<file path="config.mk">
export PLATFORM = sky130hd
export DESIGN_NAME = parser_input_scheduler
export DESIGN_NICKNAME = d
export VERILOG_FILES = /design/src/rtl/parser_input_scheduler_pkg.sv /design/src/rtl/parser_input_scheduler_byte_fifo.sv /design/src/rtl/parser_input_scheduler.sv
export SDC_FILE = /design/constraint.sdc
export NUM_CORES = 1
export LEC_CHECK = 0
export BUFFER_PORTS_ARGS = -buffer_cell sky130_fd_sc_hd__buf_2
export CAP_MARGIN = 20
export CORE_ASPECT_RATIO = 0.7
export CORE_UTILIZATION = 56
export CTS_BUF_LIST = sky130_fd_sc_hd__clkbuf_8
export DETAILED_ROUTE_END_ITERATION = 7
export PLACE_DENSITY_LB_ADDON = 0.25
export SYNTH_ARGS = -nofsm -noshare
export SYNTH_HDL_FRONTEND = slang
export SYNTH_SLANG_ARGS = --single-unit
export TNS_END_PERCENT = 20
</file>
<file path="constraint.sdc">
create_clock -name clk -period 4.6 [get_ports clk]
set_clock_uncertainty 0.1 [all_clocks]
set_input_delay 0.23 -clock clk [delete_from_list [all_inputs] [get_ports clk]]
set_output_delay 0.23 -clock clk [all_outputs]
set_load 0.1 [all_outputs]
</file>
<file path="src/rtl/parser_input_scheduler_pkg.sv">
// ParserSchedPkg: shared constants, lock-state enum and escape-sequence
// classification used by the parser input scheduler.
package ParserSchedPkg;

  localparam logic [7:0] CH_ESC    = 8'h1B;
  localparam logic [7:0] CSI_INTRO = 8'h5B;
  localparam logic [7:0] FINAL_LO  = 8'h40;
  localparam logic [7:0] FINAL_HI  = 8'h7E;
  localparam logic [7:0] PARAM_LO  = 8'h30;
  localparam logic [7:0] PARAM_HI  = 8'h3F;

  localparam logic [1:0] SRC_NONE = 2'd0;
  localparam logic [1:0] SRC_RX   = 2'd1;
  localparam logic [1:0] SRC_LOC  = 2'd2;

  typedef enum logic [1:0] {UNLOCK, ESC, CSI, ONE} SchedLock_t;

  // Intermediates that introduce a single following byte (charset / line attrs).
  function automatic logic is_one_intro(input logic [7:0] b);
    return (b == 8'h28) || (b == 8'h29) || (b == 8'h23) ||
           (b == 8'h2A) || (b == 8'h2B);
  endfunction

  function automatic SchedLock_t lock_next(input SchedLock_t s, input logic [7:0] b);
    SchedLock_t n;
    n = UNLOCK;
    if (b == CH_ESC) begin
      n = ESC;
    end else begin
      case (s)
        ESC: begin
          if (b == CSI_INTRO)    n = CSI;
          else if (is_one_intro(b)) n = ONE;
          else                   n = UNLOCK;
        end
        CSI: begin
          if (b >= FINAL_LO && b <= FINAL_HI)      n = UNLOCK;
          else if (b >= PARAM_LO && b <= PARAM_HI) n = CSI;
          else                                     n = UNLOCK;
        end
        default: n = UNLOCK;
      endcase
    end
    return n;
  endfunction

endpackage

</file>
<file path="src/rtl/parser_input_scheduler_byte_fifo.sv">
// byte_fifo: synchronous byte FIFO with occupancy count.
// Ports: clk/rst (sync, active-high), clear (synchronous flush, wins over push),
// push/din, pop, dout (head byte, combinational), count, full, empty.
module byte_fifo #(
  parameter int DEPTH = 8
) (
  input  logic                     clk,
  input  logic                     rst,
  input  logic                     clear,
  input  logic                     push,
  input  logic [7:0]               din,
  input  logic                     pop,
  output logic [7:0]               dout,
  output logic [$clog2(DEPTH):0]   count,
  output logic                     full,
  output logic                     empty
);
  localparam int AW = $clog2(DEPTH);
  localparam logic [AW:0] FULL_CNT = (AW+1)'(DEPTH);

  logic [7:0]    mem [DEPTH];
  logic [AW-1:0] wptr, rptr;
  logic          do_push, do_pop;

  assign full    = (count == FULL_CNT);
  assign empty   = (count == '0);
  assign do_push = push && !full && !clear;
  assign do_pop  = pop && !empty && !clear;
  assign dout    = mem[rptr];

  always_ff @(posedge clk) begin
    if (do_push) mem[wptr] <= din;
  end

  always_ff @(posedge clk) begin
    if (rst || clear) begin
      wptr  <= '0;
      rptr  <= '0;
      count <= '0;
    end else begin
      if (do_push) wptr <= wptr + 1'b1;
      if (do_pop)  rptr <= rptr + 1'b1;
      case ({do_push, do_pop})
        2'b10:   count <= count + 1'b1;
        2'b01:   count <= count - 1'b1;
        default: count <= count;
      endcase
    end
  end
endmodule

</file>
<file path="src/rtl/parser_input_scheduler.sv">
// parser_input_scheduler: merges UART rx and local byte streams into the
// escape-sequence parser. Round-robin between two FIFOs, locks onto one source
// for the length of an escape sequence, paces strobes GAP cycles apart.
// Ports: clk/rst; rx_* and loc_* valid/ready byte pushes; flush; exec_busy;
// data/dataReady issue strobe; rx_count/loc_count occupancy; lock_src owner.
module parser_input_scheduler
  import ParserSchedPkg::*;
#(
  parameter int DEPTH        = 8,
  parameter int GAP          = 2,
  parameter int LOCK_TIMEOUT = 255
) (
  input  logic                   clk,
  input  logic                   rst,
  input  logic [7:0]             rx_data,
  input  logic                   rx_valid,
  output logic                   rx_ready,
  input  logic [7:0]             loc_data,
  input  logic                   loc_valid,
  output logic                   loc_ready,
  input  logic                   flush,
  input  logic                   exec_busy,
  output logic [7:0]             data,
  output logic                   dataReady,
  output logic [$clog2(DEPTH):0] rx_count,
  output logic [$clog2(DEPTH):0] loc_count,
  output logic [1:0]             lock_src
);
  localparam int GW = $clog2(GAP);

  logic       rx_full, rx_empty, loc_full, loc_empty;
  logic [7:0] rx_head, loc_head, head;
  logic       grant_rx, grant_empty, issue;

  logic [GW-1:0] gap_cnt;
  logic          last_rx;
  SchedLock_t    lock_q, lock_d;
  logic          owner_rx_q, owner_rx_d;
  logic [7:0]    tmo_q, tmo_d;

  assign rx_ready  = !rx_full && !flush && !rst;
  assign loc_ready = !loc_full && !flush && !rst;

  byte_fifo #(.DEPTH(DEPTH)) u_rx_fifo (
    .clk(clk), .rst(rst), .clear(flush),
    .push(rx_valid && rx_ready), .din(rx_data),
    .pop(issue && grant_rx), .dout(rx_head),
    .count(rx_count), .full(rx_full), .empty(rx_empty)
  );

  byte_fifo #(.DEPTH(DEPTH)) u_loc_fifo (
    .clk(clk), .rst(rst), .clear(flush),
    .push(loc_valid && loc_ready), .din(loc_data),
    .pop(issue && !grant_rx), .dout(loc_head),
    .count(loc_count), .full(loc_full), .empty(loc_empty)
  );

  // Arbitration: locked owner only; otherwise round-robin, source not issued
  // last wins when both hold data.
  always_comb begin
    grant_rx = 1'b0;
    if (lock_q != UNLOCK)              grant_rx = owner_rx_q;
    else if (!rx_empty && !loc_empty)  grant_rx = !last_rx;
    else                               grant_rx = !rx_empty;
    grant_empty = grant_rx ? rx_empty : loc_empty;
    head        = grant_rx ? rx_head : loc_head;
    issue       = (gap_cnt == '0) && !exec_busy && !flush && !grant_empty;
  end

  // Lock FSM next state, including stall timeout.
  always_comb begin
    lock_d     = lock_q;
    owner_rx_d = owner_rx_q;
    tmo_d      = tmo_q;
    if (flush) begin
      lock_d = UNLOCK;
      tmo_d  = '0;
    end else if (issue) begin
      lock_d = lock_next(lock_q, head);
      tmo_d  = '0;
      if (lock_q == UNLOCK) owner_rx_d = grant_rx;
    end else if (lock_q != UNLOCK && grant_empty) begin
      if (tmo_q == 8'(LOCK_TIMEOUT - 1)) begin
        lock_d = UNLOCK;
        tmo_d  = '0;
      end else begin
        tmo_d = tmo_q + 1'b1;
      end
    end
  end

  always_ff @(posedge clk) begin
    if (rst) begin
      lock_q     <= UNLOCK;
      owner_rx_q <= 1'b0;
      tmo_q      <= '0;
    end else begin
      lock_q     <= lock_d;
      owner_rx_q <= owner_rx_d;
      tmo_q      <= tmo_d;
    end
  end

  // Pacing and output register; flush deliberately leaves the gap counter alone.
  always_ff @(posedge clk) begin
    if (rst) begin
      gap_cnt   <= '0;
      last_rx   <= 1'b0;
      dataReady <= 1'b0;
      data      <= '0;
    end else begin
      dataReady <= issue;
      if (issue) begin
        data    <= head;
        last_rx <= grant_rx;
        gap_cnt <= GW'(GAP - 1);
      end else if (gap_cnt != '0) begin
        gap_cnt <= gap_cnt - 1'b1;
      end
    end
  end

  assign lock_src = (lock_q == UNLOCK) ? SRC_NONE : (owner_rx_q ? SRC_RX : SRC_LOC);
endmodule

</file>
== Yosys cells after proc, flatten, opt, wreduce, memory -nomap -nowiden ==
Memories as Yosys holds them, arrays and structs flattened. A register that Yosys moved wholly into a read port is not among the register bits.
Index checks and enable logic that the tools add are counted.

* Bitwise logic cells: 2
* Order comparisons: 4
* Eq/ne operators: 16
* Reductions and logical operators: 50
* Mux-type cells: 28
* $add $sub $neg: 10

{| class="wikitable"
|+ Operator list
! kind !! count
|-
| $eq 8x6->1 const B || 5
|-
| $logic_and 1x1->1 || 23
|-
| $mux 2 || 10
|-
| $mux 8 || 2
|-
| $pmux 4 s2 || 2
|-
| $add 3x1->3 const B || 4
|-
| $mux 3 || 4
|-
| $logic_not 1->1 || 10
|-
| $reduce_bool 2->1 || 5
|-
| $mux 1 || 9
|-
| $add 4x1->4 const B || 2
|-
| $add 8x1->8 const B || 1
|-
| $eq 4x4->1 const B || 2
|-
| $eq 8x5->1 const B || 1
|-
| $eq 8x7->1 const B || 1
|-
| $eq 8x8->1 const B || 1
|-
| $ge 8x6->1 const B || 1
|-
| $ge 8x7->1 const B || 1
|-
| $le 8x6->1 const B || 1
|-
| $le 8x7->1 const B || 1
|-
| $logic_not 4->1 || 2
|-
| $sub 4x1->4 const B || 2
|-
| $eq 2x1->1 const B || 3
|-
| $eq 2x2->1 const B || 3
|-
| other kinds (9) || 14
|}

* Output and inout bits: 21
* Logic and storage cells: 125
* Flip-flop bits (word level): 42
* Memory bits (writable): 128
* Input bits: 22
* Memories: 2

{| class="wikitable"
|+ Memory list
! memory !! words !! bits a word !! rd ports !! clocked after memory_dff !! write ports !! RTL line !! source
|-
| u_loc_fifo.mem || 8 || 8 || 1 || 1 || 1 || parser_input_scheduler_byte_fifo.sv:21 || <nowiki>logic [7:0] mem [DEPTH];</nowiki>
|-
| u_rx_fifo.mem || 8 || 8 || 1 || 1 || 1 || parser_input_scheduler_byte_fifo.sv:21 ||
|}

== Logic depth before layout (Yosys ltp) ==
Gate-level depths: netlist of the first run.

* Depth after elaboration: 16
* Gate-level depth with buffers: 14
* Mapped depth without buffers: 12

== Modules after synthesis ==
From an unflattened synthesis of the first run, not the netlist that was laid out.

* Cells, all modules: 481
* Area, all modules: 7587.3 µm²

{| class="wikitable"
|+ Modules (own cells, without submodules)
! module !! area each (µm²) !! times used !! cells each !! seq. area each (µm²)
|-
| byte_fifo || 3171.8 || 2 || 171 || 2182.1
|-
| parser_input_scheduler || 1243.7 || 1 || 139 || 420.4
|}

== Least setup slack after synthesis of the first run ==
No wires, ideal clock.

* Kind: reg2reg
* Start point: reg u_rx_fifo.count[0]
* End point: reg u_rx_fifo.count[3]
* Clock period less this slack: 4.904 ns
* Stages on the path, launching flop included: 11
* Slack: -0.304 ns
* Required time: 4.429 ns
* Data arrival time: 4.734 ns
* Buffers on the path: 0
* Library setup time: 0.071 ns
* Cell sequence: dfxtp_1 -> nor3_1 -> a21oi_1 -> nand2_1 -> ha_1 -> ha_1 -> a21o_1 -> a21oi_1 -> xnor2_1 -> or3_1 -> a21oi_1

{| class="wikitable"
|+ RTL lines
! element !! RTL line !! source
|-
| start, declared || parser_input_scheduler_byte_fifo.sv:14 || <nowiki>output logic [$clog2(DEPTH):0] count,</nowiki>
|-
| start signal, assigned || parser_input_scheduler_byte_fifo.sv:44 || <nowiki>2'b10: count <= count + 1'b1;</nowiki>
|-
| start signal, assigned || parser_input_scheduler_byte_fifo.sv:45 || <nowiki>2'b01: count <= count - 1'b1;</nowiki>
|-
| start signal, assigned || parser_input_scheduler_byte_fifo.sv:46 || <nowiki>default: count <= count;</nowiki>
|-
| $eq 4x4->1 (*) || parser_input_scheduler_byte_fifo.sv:25 || <nowiki>assign full = (count == FULL_CNT);</nowiki>
|-
| $logic_not 1->1 (*) || parser_input_scheduler.sv:41 || <nowiki>assign rx_ready = !rx_full && !flush && !rst;</nowiki>
|-
| $logic_and 1x1->1 (*) (2 in series) || parser_input_scheduler.sv:41 ||
|-
| net rx_ready || parser_input_scheduler.sv:17 || <nowiki>output logic rx_ready,</nowiki>
|-
| $logic_and 1x1->1 (*) || parser_input_scheduler.sv:46 || <nowiki>.push(rx_valid && rx_ready), .din(rx_data),</nowiki>
|-
| $logic_and 1x1->1 (*) (2 in series) || parser_input_scheduler_byte_fifo.sv:27 || <nowiki>assign do_push = push && !full && !clear;</nowiki>
|-
| $eq 2x1->1 / $eq 2x2->1 (equally long branches) || parser_input_scheduler_byte_fifo.sv:43 || <nowiki>case ({do_push, do_pop})</nowiki>
|-
| $pmux 4 s2 / $reduce_bool 2->1 (equally long branches) || -- ||
|}

The timed path passes the listed nets; every way through them passes the cells marked *.
A chain may end at the register's enable or synchronous reset.

== Final worst setup path of the first run ==
* Start point: reg u_loc_fifo.count[1]
* End point: reg u_rx_fifo.count[3]

* Word-level cells in the longest chain between the ends: 13

{| class="wikitable"
|+ Ends and longest elaborated chain
! element !! RTL line !! source
|-
| start, declared || parser_input_scheduler_byte_fifo.sv:14 ||
|-
| start signal, assigned || parser_input_scheduler_byte_fifo.sv:44 ||
|-
| start signal, assigned || parser_input_scheduler_byte_fifo.sv:45 ||
|-
| start signal, assigned || parser_input_scheduler_byte_fifo.sv:46 ||
|-
| $logic_not 4->1 (*) || parser_input_scheduler_byte_fifo.sv:26 || <nowiki>assign empty = (count == '0);</nowiki>
|-
| $logic_not 1->1 || parser_input_scheduler.sv:63 || <nowiki>else if (!rx_empty && !loc_empty) grant_rx = !last_rx;</nowiki>
|-
| $logic_and 1x1->1 || parser_input_scheduler.sv:63 ||
|-
| $mux 1 || parser_input_scheduler.sv:63 ||
|-
| $mux 1 || parser_input_scheduler.sv:62 || <nowiki>if (lock_q != UNLOCK) grant_rx = owner_rx_q;</nowiki>
|-
| $mux 1 || parser_input_scheduler.sv:65 || <nowiki>grant_empty = grant_rx ? rx_empty : loc_empty;</nowiki>
|-
| $logic_not 1->1 || parser_input_scheduler.sv:67 || <nowiki>issue = (gap_cnt == '0) && !exec_busy && !flush && !grant_empty;</nowiki>
|-
| $logic_and 1x1->1 || parser_input_scheduler.sv:67 ||
|-
| $logic_and 1x1->1 (*) || parser_input_scheduler.sv:47 || <nowiki>.pop(issue && grant_rx), .dout(rx_head),</nowiki>
|-
| $logic_and 1x1->1 (*) (2 in series) || parser_input_scheduler_byte_fifo.sv:28 || <nowiki>assign do_pop = pop && !empty && !clear;</nowiki>
|-
| net u_rx_fifo.do_pop || parser_input_scheduler_byte_fifo.sv:23 || <nowiki>logic do_push, do_pop;</nowiki>
|-
| $eq 2x1->1 / $eq 2x2->1 (equally long branches) || parser_input_scheduler_byte_fifo.sv:43 ||
|-
| $pmux 4 s2 / $reduce_bool 2->1 (equally long branches) || -- ||
|}

Marked as above.

==> results of run 1 <==
## registers in the layout, summed over array words and instances (netlist names), named ones only
name / flops
u_loc_fifo.mem: 64
u_rx_fifo.mem: 64
data: 8
tmo_q: 8
u_loc_fifo.count: 4
u_rx_fifo.count: 4
u_loc_fifo.rptr: 3
u_loc_fifo.wptr: 3
u_rx_fifo.rptr: 3
u_rx_fifo.wptr: 3
lock_q: 2
dataReady: 1
last_rx: 1
owner_rx_q: 1
## power by group through the flow
stage | clock network, mW | registers [mW] | logic (mW)
after floorplan | 0 | 1.75 | 0.0441
after global placement | 0 | 1.73 | 0.0894
after detailed placement | 0 | 1.74 | 0.0931
after CTS | 1.02 | 1.70 | 0.105
after global routing | 1.08 | 1.70 | 0.113
final | 1.00 | 1.70 | 0.105
## critical path: stages, from the launching register on
cell     delay (ns)
dfxtp_1        0.39
o41ai_1        0.70
a31oi_1        0.17
buf_4          0.22
nor3_1         0.65
ha_1           0.32
ha_1           0.25
a21o_1         0.18
a21oi_1        0.17
xnor2_1        0.09
or3_1          0.30
a21oi_1        0.14
## cells in the mapped netlist, drive strengths merged, types with 2 or more instances
cell / n
and3: 3
mux2: 4
nor4: 3
nor3: 14
dfxtp: 47
mux2i: 20
xor2: 14
nand2: 34
and2: 3
nand2b: 5
mux4: 32
a211oi: 3
a21o: 2
fa: 2
or3: 6
a211o: 2
nor2: 46
o211ai: 3
nand4: 4
clkbuf: 13
buf: 7
o21ai: 3
or2: 2
edfxtp: 128
xnor2: 6
ha: 15
inv: 13
nand3: 10
a21oi: 25
## area by class of cell
class / count / area, sq um / area share, %
Sequential cell: 175 / 4785 / 58.39
Multi-Input combinational cell: 275 / 2347 / 28.65
Timing Repair Buffer: 66 / 432.9 / 5.283
Clock buffer: 17 / 234.0 / 2.855
Tap cell: 162 / 202.7 / 2.474
Clock inverter: 15 / 143.9 / 1.756
Inverter: 13 / 48.80 / 0.5955
## kinds of logic after synthesis
logic type,after synthesis,synth area share [%]
DFF,175,66.12
buffers and inverters,33,1.885
adders and majority gates,17,3.147
muxes,56,13.61
xor gates and xnor gates,20,2.421
and+or+nand+nor,134,8.525
AOI/OAI and AO/OA,48,4.288
## per-layer routing
| layer | up-vias | track usage [%] | wire [um] |
|---|---|---|---|
| li1 | 1970 | - | - |
| met1 | 2126 | 36.20 | 6630 |
| met2 | 115 | 32.62 | 6502 |
| met3 | 18 | 5.164 | 846 |
| met4 | 0 | 7.692 | 233 |
| met5 | - | 0 | 0 |
## per-stage QoR
stage / total power [mW] / cell area, sq um / util, % / hold WS, ns
6_report: 2.805 / 8194 / 65.52 / 0.04001
5_1_grt: 2.890 / 8194 / 65.52 / 0.02956
4_1_cts: 2.824 / 8194 / 65.52 / 0.01545
3_5_place_dp: 1.828 / 7646 / 61.13 / 0.3683
3_3_place_gp: 1.824 / 7646 / 61.13 / 0.3571
2_1_floorplan: 1.790 / 7242 / - / 0.1991
## worst max-delay path by stage
stage	from	endpoint	slack, ns	depth (start not counted)
after floorplan	u_loc_fifo.count[1]$_SDFFE_PP0P_	u_loc_fifo.count[3]$_SDFFE_PP0P_	-0.01	11
after global placement	u_rx_fifo.count[0]$_SDFFE_PP0P_	u_loc_fifo.count[3]$_SDFFE_PP0P_	1.11	10
after detailed placement	u_loc_fifo.count[1]$_SDFFE_PP0P_	u_rx_fifo.count[3]$_SDFFE_PP0P_	0.89	11
after CTS	u_loc_fifo.count[1]$_SDFFE_PP0P_	u_rx_fifo.count[3]$_SDFFE_PP0P_	0.86	11
after global routing	u_loc_fifo.count[1]$_SDFFE_PP0P_	u_rx_fifo.count[3]$_SDFFE_PP0P_	0.57	11
final	u_loc_fifo.count[1]$_SDFFE_PP0P_	u_rx_fifo.count[3]$_SDFFE_PP0P_	0.84	11
==> impl_metrics.py, run 1 <==
metrics = {
    "outcome": {
        "status": "finished, final reports clean",
    },
    "cts": {
        "ctsHoldBuffers": 17,
        "cts-resized-gates": 0,
        "insertion_delay_ns": 0.45,
        "path_clk_slew_ns": 0.09,
        "cts_buffer_depth": 2,
        "cts.sinks": 175,
        "cts_tree": "built",
        "cts-htree-levels": 4,
        "numCtsBuffers": 17,
        "cts_root_buf": "clkbuf_8",
        "cts_setup_buffers": 0,
    },
    "floorplanning": {
        "rows": 34,
        "die-area_sq_mm": 0.01339,
        "fp.dieH_um": 97.11,
        "coreArea_sq_mm": 0.01251,
        "die_x_um": 137.9,
        "io_pins": 43,
        "start_util_pct": 57.85,
    },
    "drt": {
        "wirelength_um": 14210,
        "first_iter_violations": 444,
        "num_vias": 4229,
        "dr.pass1.iters": 5,
        "via_per_inst": 5.849,
        "wire_per_inst_um": 19.66,
        "route.detailed.drc": 0,
        "antenna_left": 0,
    },
    "worst_setup_path": {
        "worstPathRequired_ns": 4.88,
        "rrSetupSlack_ns": 0.84,
        "reg2reg_from": "u_loc_fifo.count[1]$_SDFFE_PP0P_",
        "start_kind": "flip-flop",
        "worst-endpoint-arrival_ns": 4.04,
        "critical_path.endpoint_type": "flip-flop",
        "path_class": "reg -> reg",
        "r2r_cells": 11,
        "r2r_end": "u_rx_fifo.count[3]$_SDFFE_PP0P_",
        "worstPathMaxFanout": 14,
    },
    "final_layout": {
        "final_cell_mix": "edfxtp_1, dfxtp_1, nor2_1",
        "syn_to_final_growth_pct": 13.25,
        "num_antenna_cells": 0,
        "n_fill_cell": 883,
        "final_layout_size_suffix_gt1_share_pct": 22.10,
        "mostFrequentLayoutCell": "edfxtp_1",
        "nets": 587,
        "finalNonFillerCells": 723,
    },
    "synthesis": {
        "syn_inst": 483,
        "synthDominantCellAreaShare_pct": 53.12,
        "synth_edf_count": 128,
        "synth-main-ff-cell": "edfxtp_1",
        "synth_area_per_cell_sq_um": 14.98,
        "yosys.area.top_type": "edfxtp_1",
        "ys_ff_latch": 175,
        "ys_seq_area_share_pct": 66.12,
        "yosysWarnings": 0,
        "syn_nets": 522,
        "netlist_area_sq_mm": 0.007236,
        "synth_area_leaders": "edfxtp_1, dfxtp_1, mux4_2, mux2i_1, ha_1",
        "async_flop_share_pct": 0,
        "ys_types": 46,
    },
    "sta": {
        "drv_slew": 0,
        "finalSetupViolCount": 0,
        "timing.final.crit_share_pct": 81.70,
        "fin_setup_tns_ns": 0,
        "relSlewSlack_pct": 33.06,
        "tightest_slew_ns": 1.000,
        "fmax_mhz": 266.1,
        "rsz0062_at_grt": "no",
        "layout_setup_ws_ns": 0.8416,
        "final-hold-violation-count": 0,
        "min_period_ns": 3.758,
    },
    "power_and_ir_drop": {
        "vdd_drop_max_uv": 173.7,
        "switchingPower_mw": 0.6733,
        "power.density_mw_per_mm2": 342.3,
        "leakagePower_nw": 2.717,
        "power_frac_seq_pct": 60.6,
        "p_sw_share_pct": 24.01,
        "p_int_mw": 2.131,
        "pwr-share-clk_pct": 35.7,
        "combPwrFrac_pct": 3.7,
    },
    "worst_hold_path": {
        "worstHoldStart": "rst",
        "holdPathEnd": "dataReady$_SDFF_PP0_",
        "hold_path_depth": 2,
        "hp-class": "in -> reg",
    },
    "global_routing": {
        "grt_pass1_wl_um": 22690,
        "grt_overflow_total": 0,
        "grt_max_degree": 25,
        "antenna_found_initial": 0,
        "groute.usage.overall_pct": 23.30,
        "grt_pass1_vias": 4222,
    },
    "job": {
        "max_cap_viol_count": 0,
    },
    "placement": {
        "hpwl_um": 9710,
        "pre_cts_ws_ns": 0.8928,
        "placedCellCount": 674,
        "gp_congestion": 0.8548,
        "portBuffers": 42,
    },
}
Note: power is estimated with default switching activity, not from simulation.
==> run 2: changes to the inputs <==
--- a/config.mk
+++ b/config.mk
@@ -5,6 +5,7 @@
 export SDC_FILE = /design/constraint.sdc
 export NUM_CORES = 1
 export LEC_CHECK = 0
+export ABC_AREA = 1
 export BUFFER_PORTS_ARGS = -buffer_cell sky130_fd_sc_hd__buf_2
 export CAP_MARGIN = 20
 export CORE_ASPECT_RATIO = 0.7
==> constraint.sdc (replaced) <==
create_clock -name clk -period 3.05 [get_ports clk]
set_clock_uncertainty 0.1 [all_clocks]
set_input_delay 0.1525 -clock clk [delete_from_list [all_inputs] [get_ports clk]]
set_output_delay 0.1525 -clock clk [all_outputs]
set_load 0.1 [all_outputs]
==> impl_metrics.py, run 2 <==
metrics = {
    "outcome": {
        "status": "finished, final reports clean",
    },
    "worst_setup_path": {
        "r2r_cells": 22,
        "path_depth": 22,
        "critPathCapture": "u_rx_fifo.count[3]$_SDFFE_PP0P_",
        "worstPathCellList": "nor2_2 -> nand2_1 -> nand2_1 -> nand2_1 -> nand2_1 -> nand2_2 -> nand2_1 -> nand2_2 -> nand2_2 -> inv_1 -> nand2_2 -> inv_2 -> ha_4 -> ha_1 -> nand2_1 -> nor2_1 -> a211oi_2 -> nor2_1 -> nor2_1 -> nand2_1 -> o21ai_0 -> a21oi_1",
        "slowest_delay_ns": 0.37,
        "path_buf_inv": 2,
        "startpoint": "u_loc_fifo.count[1]$_SDFFE_PP0P_",
        "crit_family": "simple AND/OR/NAND/NOR gates",
        "worstPathMaxFanout": 5,
        "rrSetupSlack_ns": 0.23,
        "start_kind": "flip-flop",
        "reg2reg_from": "u_loc_fifo.count[1]$_SDFFE_PP0P_",
        "worst-endpoint-arrival_ns": 3.06,
        "cpMaxStageDelayCell": "dfxtp_4",
        "r2r_end": "u_rx_fifo.count[3]$_SDFFE_PP0P_",
        "path_common_cell": "nand2_1",
        "path_class": "reg -> reg",
        "worstPathRequired_ns": 3.29,
        "critical_path.endpoint_type": "flip-flop",
    },
    "sta": {
        "drv_slew": 0,
        "relSlewSlack_pct": 66.00,
        "final-hold-violation-count": 0,
        "rsz0062_at_grt": "no",
        "tightest_slew_ns": 0.5135,
        "min_period_ns": 2.817,
        "finalSetupViolCount": 0,
        "fin_setup_tns_ns": 0,
        "layout_setup_ws_ns": 0.2332,
        "timing.final.crit_share_pct": 92.35,
        "fmax_mhz": 355.0,
    },
    "global_routing": {
        "groute.usage.overall_pct": 25.46,
        "grt_pass1_vias": 5402,
        "grt_overflow_total": 0,
        "grt_max_degree": 32,
        "antenna_found_initial": 0,
        "grt_pass1_wl_um": 27060,
    },
    "synthesis": {
        "ys_seq_area_share_pct": 62.51,
        "async_flop_share_pct": 0,
        "syn_nets": 829,
        "yosysWarnings": 0,
        "ys_ff_latch": 175,
        "ys_types": 33,
        "synth_area_per_cell_sq_um": 9.688,
        "synth-main-ff-cell": "edfxtp_1",
        "synthDominantCellAreaShare_pct": 50.22,
        "synth_area_leaders": "edfxtp_1, dfxtp_1, nand2_1, nor2_1, o21ai_0",
        "synth_most_common_cell": "nand2_1",
        "netlist_area_sq_mm": 0.007654,
        "syn_inst": 790,
        "synth_edf_count": 128,
        "yosys.area.top_type": "edfxtp_1",
        "yosys-top-cells-count": "nand2_1, edfxtp_1, nor2_1",
    },
    "final_layout": {
        "nets": 908,
        "top_regs": "u_loc_fifo.mem: 64 flops, u_rx_fifo.mem: 64 flops",
        "ff_latch_area_sq_mm": 0.004810,
        "syn_to_final_growth_pct": 15.15,
        "final_layout_size_suffix_gt1_share_pct": 16.10,
        "mostFrequentLayoutCell": "nand2_1",
        "final_cell_mix": "nand2_1, edfxtp_1, nor2_1",
        "n_fill_cell": 1026,
        "multi_input_area_sq_mm": 0.002551,
    },
    "job": {
        "max_cap_viol_count": 0,
    },
    "floorplanning": {
        "io_pins": 43,
        "coreArea_sq_mm": 0.01323,
        "fp.dieH_um": 99.81,
        "die_x_um": 141.7,
        "start_util_pct": 57.87,
        "die-area_sq_mm": 0.01415,
        "rows": 35,
    },
    "cts": {
        "cts_root_buf": "clkbuf_8",
        "cts-htree-levels": 4,
        "cts_tree": "built",
        "insertion_delay_ns": 0.45,
        "cts_setup_buffers": 0,
        "numCtsBuffers": 17,
        "cts_buffer_depth": 2,
        "path_clk_slew_ns": 0.09,
        "cts.sinks": 175,
    },
    "power_and_ir_drop": {
        "power_mw": 4.502,
        "p_int_mw": 3.454,
        "p_sw_share_pct": 23.26,
        "vdd_drop_max_uv": 281.7,
        "leakagePower_nw": 3.491,
        "power_frac_seq_pct": 57.0,
        "combPwrFrac_pct": 5.7,
        "pwr-share-clk_pct": 37.3,
        "switchingPower_mw": 1.047,
        "power.density_mw_per_mm2": 510.8,
    },
    "drt": {
        "wl_met3_um": 1071,
        "first_iter_violations": 466,
        "via_per_inst": 5.206,
        "dr.pass1.iters": 5,
        "wire_per_inst_um": 15.75,
        "top_layer": "met4",
        "wirelength_um": 16820,
        "wl_met1_um": 7998,
        "dr_wl_met2_um": 7572,
        "route.detailed.drc": 0,
        "num_vias": 5560,
        "antenna_left": 0,
    },
    "placement": {
        "gp_congestion": 0.8347,
        "pre_cts_ws_ns": 0.2086,
        "portBuffers": 42,
        "hpwl_um": 11700,
    },
    "worst_hold_path": {
        "hp-class": "in -> reg",
    },
}
==> run 2: how the worst min path moves through the flow <==
stage,slack (ns),start,end,cells after the start
finish,0.02,loc_valid,u_loc_fifo.wptr[1]$_SDFFE_PP0P_,3
global route,0.03,loc_valid,u_loc_fifo.wptr[1]$_SDFFE_PP0P_,3
CTS,0.002,loc_valid,u_loc_fifo.wptr[1]$_SDFFE_PP0P_,3
detailed placement,0.33,rx_data[1],u_rx_fifo.mem[4][1]$_DFFE_PP_,1
global placement,0.31,loc_data[3],u_loc_fifo.mem[5][3]$_DFFE_PP_,1
floorplan,0.15,loc_data[0],u_loc_fifo.mem[0][0]$_DFFE_PP_,0
==> run 2: repair_timing <==
item / in CTS / in global routing
hold buffers: 17 / 0
gates resized for setup: 0 / 3
endpoints found under the setup margin: 0 / 2
hold endpoints to repair: 138 / 0
==> run 2: through the flow <==
stage / utilization, % / std cells / hold WS (ns) / cell area, sq um
2_1_floorplan: - / 790 / 0.1514 / 7766
3_3_place_gp: 62.11 / 1018 / 0.3149 / 8214
3_5_place_dp: 62.11 / 1018 / 0.3251 / 8214
4_1_cts: 66.55 / 1067 / 0.001594 / 8801
5_1_grt: 66.62 / 1067 / 0.03274 / 8811
6_report: 66.64 / 1068 / 0.02495 / 8813
==> run 2: final cells by class <==
cell class,instances,share of cell area (%)
Clock inverter,15,2.073
Multi-Input combinational cell,534,28.95
Timing Repair Buffer,88,6.786
Clock buffer,17,2.655
Tap cell,185,2.626
Antenna cell,1,0.02839
Sequential cell,175,54.57
Inverter,53,2.314
==> run 2: power groups by stage <==
stage | clock network [mW] | registers [mW] | logic (mW)
after floorplan | 0 | 2.66 | 0.125
after global placement | 0 | 2.62 | 0.228
after detailed placement | 0 | 2.62 | 0.237
after CTS | 1.70 | 2.57 | 0.255
after global routing | 1.79 | 2.57 | 0.280
final | 1.68 | 2.57 | 0.257
==> run 2: worst register-to-register path: cells and delay by family, from the launching register on <==
kind            cells  cell delay [ns]
buf+inv             2             0.15
fa+ha+maj           2             0.45
flops               1             0.37
simple gates       15             1.28
compound gates      3             0.38
==> run 2: kinds of logic (layout without fill, tap and decap cells) <==
family / Yosys count / in the layout / share of synthesized area (%)
xor gates and xnor gates: 6 / 6 / 0.6867
DFF: 175 / 175 / 62.51
and+or+nand+nor: 401 / 401 / 20.97
other: 0 / 1 / 0
AOI/OAI and AO/OA: 110 / 110 / 7.422
buffers and inverters: 81 / 173 / 5.427
adders and majority gates: 17 / 17 / 2.975
==> run 2: routing by layer <==
layer  GRT usage [%]  up-vias
met4           7.775        0
met2           39.11      157
li1                -     2764
met1           36.69     2623
met3           5.344       16
met5               0        -
==> run 3: changes to the inputs <==
--- a/config.mk
+++ b/config.mk
@@ -15,5 +15,6 @@
 export PLACE_DENSITY_LB_ADDON = 0.25
 export SYNTH_ARGS = -nofsm -noshare
 export SYNTH_HDL_FRONTEND = slang
+export SYNTH_HIERARCHICAL = 1
 export SYNTH_SLANG_ARGS = --single-unit
 export TNS_END_PERCENT = 20
==> constraint.sdc (replaced) <==
create_clock -name clk -period 3.05 [get_ports clk]
set_clock_uncertainty 0.1 [all_clocks]
set_input_delay 0.305 -clock clk [delete_from_list [all_inputs] [get_ports clk]]
set_output_delay 0.305 -clock clk [all_outputs]
set_load 0.1 [all_outputs]
==> impl_metrics.py, run 3 <==
metrics = {
    "cts": {
        "insertion_delay_ns": 0.45,
        "cts_buffer_depth": 2,
        "path_clk_slew_ns": 0.09,
        "cts_root_buf": "clkbuf_8",
        "numCtsBuffers": 17,
        "cts_tree": "built",
        "cts-htree-levels": 4,
        "cts.sinks": 175,
    },
    "synthesis": {
        "yosys-top-cells-count": "edfxtp_1, nand2_1, nor2_1",
        "ys_ff_latch": 175,
        "synthDominantCellAreaShare_pct": 49.29,
        "syn_nets": 785,
        "synth_area_per_cell_sq_um": 10.42,
        "yosys.area.top_type": "edfxtp_1",
        "synth-main-ff-cell": "edfxtp_1",
        "async_flop_share_pct": 0,
        "synth_edf_count": 128,
        "synth_area_leaders": "edfxtp_1, dfxtp_1, nand2_1, nor2_1, o21ai_0",
        "ys_seq_area_share_pct": 61.36,
        "netlist_area_sq_mm": 0.007797,
        "syn_inst": 748,
        "yosysWarnings": 6,
        "ys_types": 36,
    },
    "power_and_ir_drop": {
        "combPwrFrac_pct": 4.5,
        "pwr-share-clk_pct": 34.8,
        "switchingPower_mw": 1.027,
        "leakagePower_nw": 3.341,
        "power_frac_seq_pct": 60.7,
        "power.density_mw_per_mm2": 482.7,
        "p_sw_share_pct": 24.34,
        "p_int_mw": 3.193,
        "vdd_drop_max_uv": 259.8,
    },
    "global_routing": {
        "groute.usage.overall_pct": 24.72,
        "antenna_found_initial": 0,
        "grt_pass1_vias": 5333,
        "grt_overflow_total": 0,
        "grt_max_degree": 33,
        "grt_pass1_wl_um": 26600,
    },
    "worst_setup_path": {
        "worst-endpoint-arrival_ns": 3.11,
        "start_kind": "flip-flop",
        "reg2reg_from": "lock_q[1]$_SDFFE_PP0P_",
        "worstPathRequired_ns": 3.29,
        "startpoint": "lock_q[1]$_SDFFE_PP0P_",
        "critical_path.endpoint_type": "flip-flop",
        "worstPathMaxFanout": 10,
        "path_class": "reg -> reg",
    },
    "final_layout": {
        "design_area_sq_mm": 0.008742,
        "final_cell_mix": "edfxtp_1, nand2_1, nor2_1",
        "ff_latch_area_sq_mm": 0.004798,
        "num_antenna_cells": 0,
        "final_layout_size_suffix_gt1_share_pct": 21.22,
        "multi_input_area_sq_mm": 0.002638,
        "syn_to_final_growth_pct": 12.11,
        "top_regs": "u_loc_fifo/mem: 64 flops, u_rx_fifo/mem: 64 flops",
        "mostFrequentLayoutCell": "edfxtp_1",
        "finalNonFillerCells": 1019,
        "nets": 858,
        "n_fill_cell": 1016,
        "utilization_pct": 65.45,
    },
    "sta": {
        "tightest_slew_ns": 0.5624,
        "finalSetupViolCount": 0,
        "relSlewSlack_pct": 62.46,
        "final-hold-violation-count": 0,
        "layout_setup_ws_ns": 0.1808,
        "drv_slew": 0,
        "min_period_ns": 2.869,
        "fmax_mhz": 348.5,
        "hold_ws_ns": 0.02639,
        "timing.final.crit_share_pct": 94.07,
    },
    "floorplanning": {
        "die_x_um": 143.0,
        "rows": 35,
        "start_util_pct": 58.38,
        "coreArea_sq_mm": 0.01336,
        "io_pins": 43,
        "fp.dieH_um": 100.7,
        "die-area_sq_mm": 0.01441,
    },
    "drt": {
        "route.detailed.drc": 0,
        "dr.pass1.iters": 5,
        "num_vias": 5630,
        "antenna_left": 0,
        "wirelength_um": 16660,
        "first_iter_violations": 410,
        "via_per_inst": 5.525,
        "wire_per_inst_um": 16.34,
    },
    "outcome": {
        "status": "finished, final reports clean",
    },
    "job": {
        "max_cap_viol_count": 0,
    },
    "placement": {
        "placedCellCount": 982,
        "pre_cts_ws_ns": 0.04287,
        "gp_congestion": 0.8738,
        "placed_cell_area_sq_mm": 0.008309,
        "portBuffers": 42,
        "hpwl_um": 11480,
    },
    "worst_hold_path": {
        "worstHoldStart": "rx_data[0]",
        "hp-class": "in -> reg",
    },
}
[run 3: final timing paths]
path	endpoint	slack, ns	depth (start not counted)
max	u_loc_fifo/count[2]$_SDFFE_PP0P_	0.18	23
min	u_rx_fifo/mem[3][0]$_DFFE_PP_	0.03	1
max reg2reg	u_loc_fifo/count[2]$_SDFFE_PP0P_	0.18	23
min reg2reg	data[6]$_SDFFE_PP0P_	0.38	2
[run 3: critical path, stage by stage (launching register included)]
cell and delay (ns):
dfxtp_2 0.34, inv_2 0.08, ha_4 0.17, inv_4 0.06, nand2_8 0.12, clkinvlp_4 0.12
nand2_1 0.08, o21ai_2 0.08, inv_2 0.07, nand2_4 0.09, inv_4 0.09, nand2_2 0.05
inv_2 0.09, nand2_4 0.07, nor2_4 0.17, ha_4 0.18, nand2_1 0.07, inv_1 0.09
nor2_2 0.05, ha_2 0.18, a21oi_2 0.11, xnor2_1 0.09, o21ai_1 0.16, inv_1 0.07
[run 3: area by class of cell]
type	count	share of cell area (%)
sequential	175	54.89
multi-input combinational	487	30.17
timing repair buffer	74	5.238
inverter	66	2.934
clock buffer	17	2.676
tap	185	2.648
clock inverter	15	1.446
[run 3: cell families (layout without fill, tap and decap cells)]
group           after synthesis  count (layout)  share of synthesized area, %
simple gates                305             305                         17.70
xor+xnor                     11              11                         1.236
mux                          16              16                         2.054
compound gates              140             140                         9.467
fa+ha+maj                    15              15                         2.407
buf+inv                      86             172                         5.777
flops                       175             175                         61.36
[run 3: per-layer routing]
metal | GRT usage, % | routed length [um] | up-vias
met5 | 0 | 0 | -
met4 | 6.700 | 208 | 0
met3 | 5.131 | 1008 | 21
met2 | 39.66 | 7790 | 192
met1 | 34.32 | 7648 | 2722
li1 | - | - | 2695
[run 3: what timing repair did]
action / 4_1_cts / 5_1_grt
hold buffers: 3 / 0
gates resized for setup: 0 / 7
hold endpoints to repair: 17 / 0
endpoints found under the setup margin: 0 / 3
setup buffers: 0 / 2
[run 3: through the flow]
stage	TNS, ns	power [mW]
global route	-0.008194	4.358
finish	0	4.219
detailed placement	0	2.799
floorplan	-0.003896	2.731
global placement	0	2.791
CTS	0	4.242
[run 3: power groups by stage]
stage	combinational, mW	clock (mW)	sequential, mW
final	0.190	1.47	2.56
after global routing	0.205	1.59	2.56
after CTS	0.186	1.49	2.56
after detailed placement	0.182	0	2.62
after global placement	0.175	0	2.62
after floorplan	0.0846	0	2.65
